--- config.mk ---
export PLATFORM = sky130hd
export DESIGN_NAME = apb_master_bridge
export DESIGN_NICKNAME = d
export VERILOG_FILES = /design/src/rtl/apb_master_bridge.sv
export SDC_FILE = /design/constraint.sdc
export NUM_CORES = 1
export LEC_CHECK = 0
export ABC_CLOCK_PERIOD_IN_PS = 5920
export CORE_AREA = 2 2 119 121
export DETAILED_ROUTE_END_ITERATION = 12
export DIE_AREA = 0 0 121 123
export PLACE_DENSITY = 0.81
export SYNTH_ARGS = -nofsm -noshare
export SYNTH_HDL_FRONTEND = slang
export SYNTH_SLANG_ARGS = --single-unit
--- constraint.sdc ---
create_clock -name PCLK -period 5.92 [get_ports PCLK]
set_input_delay 1.184 -clock PCLK [delete_from_list [all_inputs] [get_ports PCLK]]
set_output_delay 1.184 -clock PCLK [all_outputs]
set_load 0.1 [all_outputs]
--- src/rtl/apb_master_bridge.sv ---
// ---------------------------------------------------------------------------
// apb_master_bridge
//
// APB initiator bridging a request/response command port to four APB slaves
// (slot 0 GPI, 1 GPO, 2 UART, 3 timer). Each accepted command becomes one
// SETUP + ACCESS transfer to the slave decoded from the address. Unmapped
// addresses and slaves that never raise PREADY are answered with an error
// response.
//
// Address map: 0x1000_0000 - 0x1000_3FFF, 4 KiB per slave, slave = addr[13:12].
//
// Ports
//   PCLK, PRESET          clock (rising edge), async active-high reset
//   req, req_addr,        command valid, byte address,
//   req_write, req_wdata  direction (1 = write), write data
//   req_ready             command accepted on req && req_ready at an edge
//   rsp_valid             one-cycle completion pulse
//   rsp_rdata, rsp_err    read data (0 on write/error), error flag; both
//                         hold until the next rsp_valid
//   PADDR, PWRITE,        APB address, direction,
//   PWDATA, PENABLE, PSEL write data, access phase, one-hot select
//   PRDATAn, PREADYn      per-slave read data and ready (n = 0..3)
//
// Parameter
//   TIMEOUT               ACCESS cycles waited for PREADY before aborting (>= 2)
//
// state  | meaning
// -------+--------------------------------------------------------------
// IDLE   | ready for a command; decode address on acceptance
// SETUP  | APB setup phase (PSEL high, PENABLE low), lasts one cycle
// ACCESS | APB access phase, waiting for the selected PREADY or timeout
// ERR    | one-cycle error path for unmapped addresses, no APB activity
// ---------------------------------------------------------------------------
module apb_master_bridge #(
  parameter int TIMEOUT = 16
) (
  input  logic        PCLK,
  input  logic        PRESET,

  input  logic        req,
  input  logic [31:0] req_addr,
  input  logic        req_write,
  input  logic [31:0] req_wdata,
  output logic        req_ready,
  output logic        rsp_valid,
  output logic [31:0] rsp_rdata,
  output logic        rsp_err,

  output logic [31:0] PADDR,
  output logic        PWRITE,
  output logic [31:0] PWDATA,
  output logic        PENABLE,
  output logic [3:0]  PSEL,
  input  logic [31:0] PRDATA0,
  input  logic [31:0] PRDATA1,
  input  logic [31:0] PRDATA2,
  input  logic [31:0] PRDATA3,
  input  logic        PREADY0,
  input  logic        PREADY1,
  input  logic        PREADY2,
  input  logic        PREADY3
);

  localparam int CNT_W = $clog2(TIMEOUT + 1);
  localparam logic [CNT_W-1:0] CNT_LAST = CNT_W'(TIMEOUT - 1);
  localparam logic [17:0] MAP_BASE = 18'h04000;

  typedef enum logic [1:0] {
    S_IDLE   = 2'd0,
    S_SETUP  = 2'd1,
    S_ACCESS = 2'd2,
    S_ERR    = 2'd3
  } state_t;

  state_t           state_q,     state_d;
  logic [1:0]       sel_q,       sel_d;
  logic [CNT_W-1:0] cnt_q,       cnt_d;
  logic [31:0]      paddr_q,     paddr_d;
  logic             pwrite_q,    pwrite_d;
  logic [31:0]      pwdata_q,    pwdata_d;
  logic             penable_q,   penable_d;
  logic [3:0]       psel_q,      psel_d;
  logic             rsp_valid_q, rsp_valid_d;
  logic [31:0]      rsp_rdata_q, rsp_rdata_d;
  logic             rsp_err_q,   rsp_err_d;

  logic             addr_hit;
  logic             pready_sel;
  logic [31:0]      prdata_sel;

  assign addr_hit = (req_addr[31:14] == MAP_BASE);

  // Only the addressed slave's PREADY/PRDATA are looked at.
  always_comb begin
    pready_sel = 1'b0;
    prdata_sel = '0;
    case (sel_q)
      2'd0: begin pready_sel = PREADY0; prdata_sel = PRDATA0; end
      2'd1: begin pready_sel = PREADY1; prdata_sel = PRDATA1; end
      2'd2: begin pready_sel = PREADY2; prdata_sel = PRDATA2; end
      default: begin pready_sel = PREADY3; prdata_sel = PRDATA3; end
    endcase
  end

  always_comb begin
    state_d     = state_q;
    sel_d       = sel_q;
    cnt_d       = cnt_q;
    paddr_d     = paddr_q;
    pwrite_d    = pwrite_q;
    pwdata_d    = pwdata_q;
    penable_d   = penable_q;
    psel_d      = psel_q;
    rsp_valid_d = 1'b0;
    rsp_rdata_d = rsp_rdata_q;
    rsp_err_d   = rsp_err_q;

    case (state_q)
      S_IDLE: begin
        if (req) begin
          if (addr_hit) begin
            // APB bus values only change for mapped commands, so an
            // unmapped request leaves the last transfer visible on PADDR.
            state_d   = S_SETUP;
            sel_d     = req_addr[13:12];
            cnt_d     = '0;
            paddr_d   = req_addr;
            pwrite_d  = req_write;
            pwdata_d  = req_wdata;
            psel_d    = 4'b0001 << req_addr[13:12];
            penable_d = 1'b0;
          end else begin
            state_d = S_ERR;
          end
        end
      end

      S_SETUP: begin
        state_d   = S_ACCESS;
        penable_d = 1'b1;
      end

      S_ACCESS: begin
        if (pready_sel) begin
          state_d     = S_IDLE;
          psel_d      = 4'b0000;
          penable_d   = 1'b0;
          rsp_valid_d = 1'b1;
          rsp_err_d   = 1'b0;
          rsp_rdata_d = pwrite_q ? 32'h0 : prdata_sel;
        end else if (cnt_q == CNT_LAST) begin
          // cnt_q counts completed wait cycles, so this is the end of the
          // TIMEOUT-th ACCESS cycle; a PREADY here would have won above.
          state_d     = S_IDLE;
          psel_d      = 4'b0000;
          penable_d   = 1'b0;
          rsp_valid_d = 1'b1;
          rsp_err_d   = 1'b1;
          rsp_rdata_d = 32'h0;
        end else begin
          cnt_d = cnt_q + CNT_W'(1);
        end
      end

      S_ERR: begin
        state_d     = S_IDLE;
        rsp_valid_d = 1'b1;
        rsp_err_d   = 1'b1;
        rsp_rdata_d = 32'h0;
      end

      default: begin
        state_d   = S_IDLE;
        psel_d    = 4'b0000;
        penable_d = 1'b0;
      end
    endcase
  end

  always_ff @(posedge PCLK or posedge PRESET) begin
    if (PRESET) begin
      state_q     <= S_IDLE;
      sel_q       <= 2'd0;
      cnt_q       <= '0;
      paddr_q     <= 32'h0;
      pwrite_q    <= 1'b0;
      pwdata_q    <= 32'h0;
      penable_q   <= 1'b0;
      psel_q      <= 4'b0000;
      rsp_valid_q <= 1'b0;
      rsp_rdata_q <= 32'h0;
      rsp_err_q   <= 1'b0;
    end else begin
      state_q     <= state_d;
      sel_q       <= sel_d;
      cnt_q       <= cnt_d;
      paddr_q     <= paddr_d;
      pwrite_q    <= pwrite_d;
      pwdata_q    <= pwdata_d;
      penable_q   <= penable_d;
      psel_q      <= psel_d;
      rsp_valid_q <= rsp_valid_d;
      rsp_rdata_q <= rsp_rdata_d;
      rsp_err_q   <= rsp_err_d;
    end
  end

  assign req_ready = (state_q == S_IDLE);
  assign rsp_valid = rsp_valid_q;
  assign rsp_rdata = rsp_rdata_q;
  assign rsp_err   = rsp_err_q;
  assign PADDR     = paddr_q;
  assign PWRITE    = pwrite_q;
  assign PWDATA    = pwdata_q;
  assign PENABLE   = penable_q;
  assign PSEL      = psel_q;

endmodule

After elaboration in Yosys (flattened, before gate mapping) --
Cells that the tools add are included.
Storage, ports and cells: register bits after elaboration 113, output and inout port bits 105
Cells by class: eq/ne operators 12, muxes and demuxes 32, $add $sub $neg 1, shift-type cells 1, reductions and logical operators 11
Operators with widths (count):
- $mux W32 | 3
- $pmux W32 S3 | 1
- $pmux W32 S2 | 1
- $mux W5 | 4
- $eq A18 B15 Y1 const B | 1
- $mux W4 | 4
- $pmux W5 S2 | 1
- $mux W1 | 8
- $mux W2 | 4
- $pmux W2 S4 | 1
- $pmux W4 S2 | 1
- $reduce_and A4 Y1 | 2
- $eq A2 B2 Y1 const B | 3
- $ne A2 B2 Y1 const B | 3
- $pmux W1 S3 | 2
- $add A5 B1 Y5 const B | 1
- $eq A5 B4 Y1 const B | 1
- $reduce_and A5 Y1 | 1
- $eq A2 B1 Y1 const B | 2
- $logic_not A2 Y1 | 2
- $pmux W1 S2 | 2
- $reduce_and A2 Y1 | 2
- $reduce_bool A2 Y1 | 2
- $shl A1 B2 Y4 const A | 1
- other kinds (4) | 4

Longest topological paths before layout --
word-level depth 5, mapped depth 8

Worst setup path after synthesis --
No wires, ideal clock.
path kind flip-flop to flip-flop, start register state_q[0], end register pwdata_q[0] (netlist: PWDATA[0]), cell stages (with the launch flop) 7, path slack 2780 ps, data required time 5795 ps, setup time 125 ps, data arrival time 3014 ps, period minus slack after synthesis 3140 ps, path through dfrtp_1 > buf_2 > nor2_1 > nand2_1 > nor3_2 > buf_2 > mux2_2
Between the ends: cells in the longest elaborated chain, start to end 2
Ends and longest elaborated chain:
- start, declared | line 75 | state_t state_q, state_d;
- start signal, assigned | line 194 | state_q <= state_d;
- $logic_not A2 Y1
- via req_ready | line 44 | output logic req_ready,
- $reduce_and A3 Y1 (no line)
- end signal, assigned | line 199 | pwdata_q <= pwdata_d;
- end, declared | line 80 | logic [31:0] pwdata_q, pwdata_d;
The timed path passes the listed nets, and every way through them passes these cells. A chain may end at the register's enable or synchronous reset.

==> out/qor.csv <==
metric;value;unit
ant_nets;0;
status;finished, final reports clean;
synthesis.instances;397;
num_rows;43;
rsz0062_at_grt;no;
use_met1;22.3;%
drt-initial-drc-count;211;
busiest_layer;met2;
hpwlAfterDp;11.6;mm
port_buffers;304;
synth.top_cells.by_count;dfrtp_1 (111), mux2_2 (47), nand2_1 (40), nand3_1 (34), mux4_2 (33);
clock_sinks;111;
clock_path_buffers;2;
crit_arrival;2.46;ns
antenna_cells;0;
htreeDepth;3;
clk_latency;0.34;ns
yosys.area.top_type;dfrtp_1;
via_per_inst;4.98;
clock_skew;0.00947;ns
ys_ff_latch;111;
area_growth;67.2;%
dr.pass1.iters;4;
clock.fmax;275;MHz
relSlewSlack;29.0;%
post_drt_wl_per_cell;16.8;µm
antenna_found_initial;0;
grt_pass1_vias;4569;
fp.dieArea;14900;µm²
path_clk_slew;0.07;ns
postCtsSetupBuffers;0;
syn-num-nets;599;
drt_drc_violations_left;0;
regArea;2780;µm²
hold_violations;0;
fin_crit;3.64;ns
place.gp.congestion;0.780;
cp-end-kind;output pin;
met2_usage;35.0;%
synth_flop_cell;dfrtp_1;
yosysWarnings;0;
syn_area;5170;µm²
root_buffer;clkbuf_16;
final_nets;889;
cts_tree;yes;
leakage;3.65;nW
synth-edff-count;0;
yosysMostFrequentCell;dfrtp_1;
final-setup-viol-count;0;
syn_area_per_cell;13.0;µm²
ir_drop;223;µV
grtUsageTotal;19.6;%
post_cts_resized;0;
yosysSeqAreaShare;53.7;%
ys_types;36;
die_h;123;µm
ioPinCount;305;
grt_util_met3;4.24;%
post-route-period-util;61.5;%
final_layout_size_suffix_gt1_share;15.3;%
worst_pin_slew;1.06;ns
core_region_area;13600;µm²
nFillCells;1063;
final.setup.tns;0;ns
synthArstFlopShare;100;%
finish.utilization;63.5;%
crit_required;4.74;ns
timing.final.max_slew_violations;0;
multiInputGateArea;2220;µm²
path_max_fanout;35;
hold_class;register to register;
grt_first_pass_wirelength;22.7;mm
synthTopCellsByArea;dfrtp_1 (54%), mux4_2 (14%), mux2_2 (10%);
cts_hold_buffers;0;
wl;14.7;mm
numCtsBuffers;9;
drv_cap;0;
grt_max_degree;67;
die_w;121;µm
grt_overflow;0;
start_util;38.0;%
netlist.area_leader.share;53.7;%
power_density;375;nW/µm²
critPathLaunchType;register;
num_vias;4341;
worstSetupPathType;register to output pin;
==> registers in the layout, summed over array words and instances, names as in the netlist <==
register,flops
PWDATA,32
rsp_rdata,32
PADDR,31
cnt_q,5
PSEL,4
state_q,2
PENABLE,1
PWRITE,1
rsp_err,1
rsp_valid,1
sel_q,1
==> logic make-up (layout without fill, tap and decap cells) <==
group	Yosys count	after routing	share of synthesized area [%]
AO/OA/AOI/OAI	50	50	5.71
flip-flops	111	111	53.7
adder cells (fa/ha/maj)	2	2	0.484
buffers and inverters	36	331	3.75
multiplexers	85	85	25.6
AND/OR/NAND/NOR	113	113	10.8
==> report_power, final <==
group	internal [mW]	switching [mW]
logic	0.433	1.21
registers	0.898	0.0968
clock network	0.353	0.254
total	1.68	1.56
==> metrics by stage <==
step | std cells | instance area, µm² | setup slack, ns | total power [mW] | hold WS [ns]
floorplan | 397 | 5170 | 1.81 | 2.17 | 0.477
global placement | 856 | 8350 | 2.24 | 2.63 | 0.455
detailed placement | 856 | 8350 | 2.15 | 2.65 | 0.469
CTS | 872 | 8650 | 2.23 | 3.27 | 0.486
global route | 872 | 8650 | 2.15 | 3.38 | 0.506
finish | 872 | 8650 | 2.28 | 3.24 | 0.480
==> cells in the final DEF, fill, tap and decap left out, drive strengths merged, types with 2 or more instances in the layout <==
master and count:
nand2b 4, buf 6, dfrtp 111, mux2i 5, nor4 4, a211o 2, o21ai 36, clkbuf 14
nor2b 18, a21oi 3, mux2 47, or2 3, clkdlybuf4s50 304, nor3 2, inv 5, nand2 40
ha 2, nor2 5, nand3 34, mux4 33
==> path summary, 6_finish.rpt <==
kind                                                 from                   endpoint  slack, ns  cells after the start
worst max register to register       sel_q[0]$_DFFE_PP0P_        rsp_err$_DFFE_PP0P_       2.87                      6
worst max-delay path                 sel_q[0]$_DFFE_PP0P_                  PADDR[12]       2.28                      2
min in group asynchronous                          PRESET     state_q[0]$_DFFE_PP0P_       1.36                      2
max in group asynchronous                          PRESET       sel_q[0]$_DFFE_PP0P_       3.41                      3
worst min-delay path            rsp_rdata[10]$_DFFE_PP0P_  rsp_rdata[10]$_DFFE_PP0P_       0.48                      2
worst min register to register  rsp_rdata[10]$_DFFE_PP0P_  rsp_rdata[10]$_DFFE_PP0P_       0.48                      2
==> final cells by class <==
cell class / count / area share (%)
Timing Repair Buffer: 310 / 35.8
Clock inverter: 2 / 0.448
Sequential cell: 111 / 32.1
Tap cell: 180 / 2.60
Inverter: 5 / 0.246
Multi-Input combinational cell: 250 / 25.7
Clock buffer: 14 / 3.05
==> per-layer routing <==
metal | vias up | wire length, µm
met5 | - | 0
met4 | 0 | 563
met3 | 37 | 1010
met2 | 198 | 7700
met1 | 2084 | 5380
li1 | 2022 | -
==> worst max-delay path, cell delays in order (launching register included) <==
cell and delay, ns:
dfrtp_2 0.34, buf_4 0.50, clkdlybuf4s50_1 1.26
Note: power is estimated with default switching activity, not from simulation.
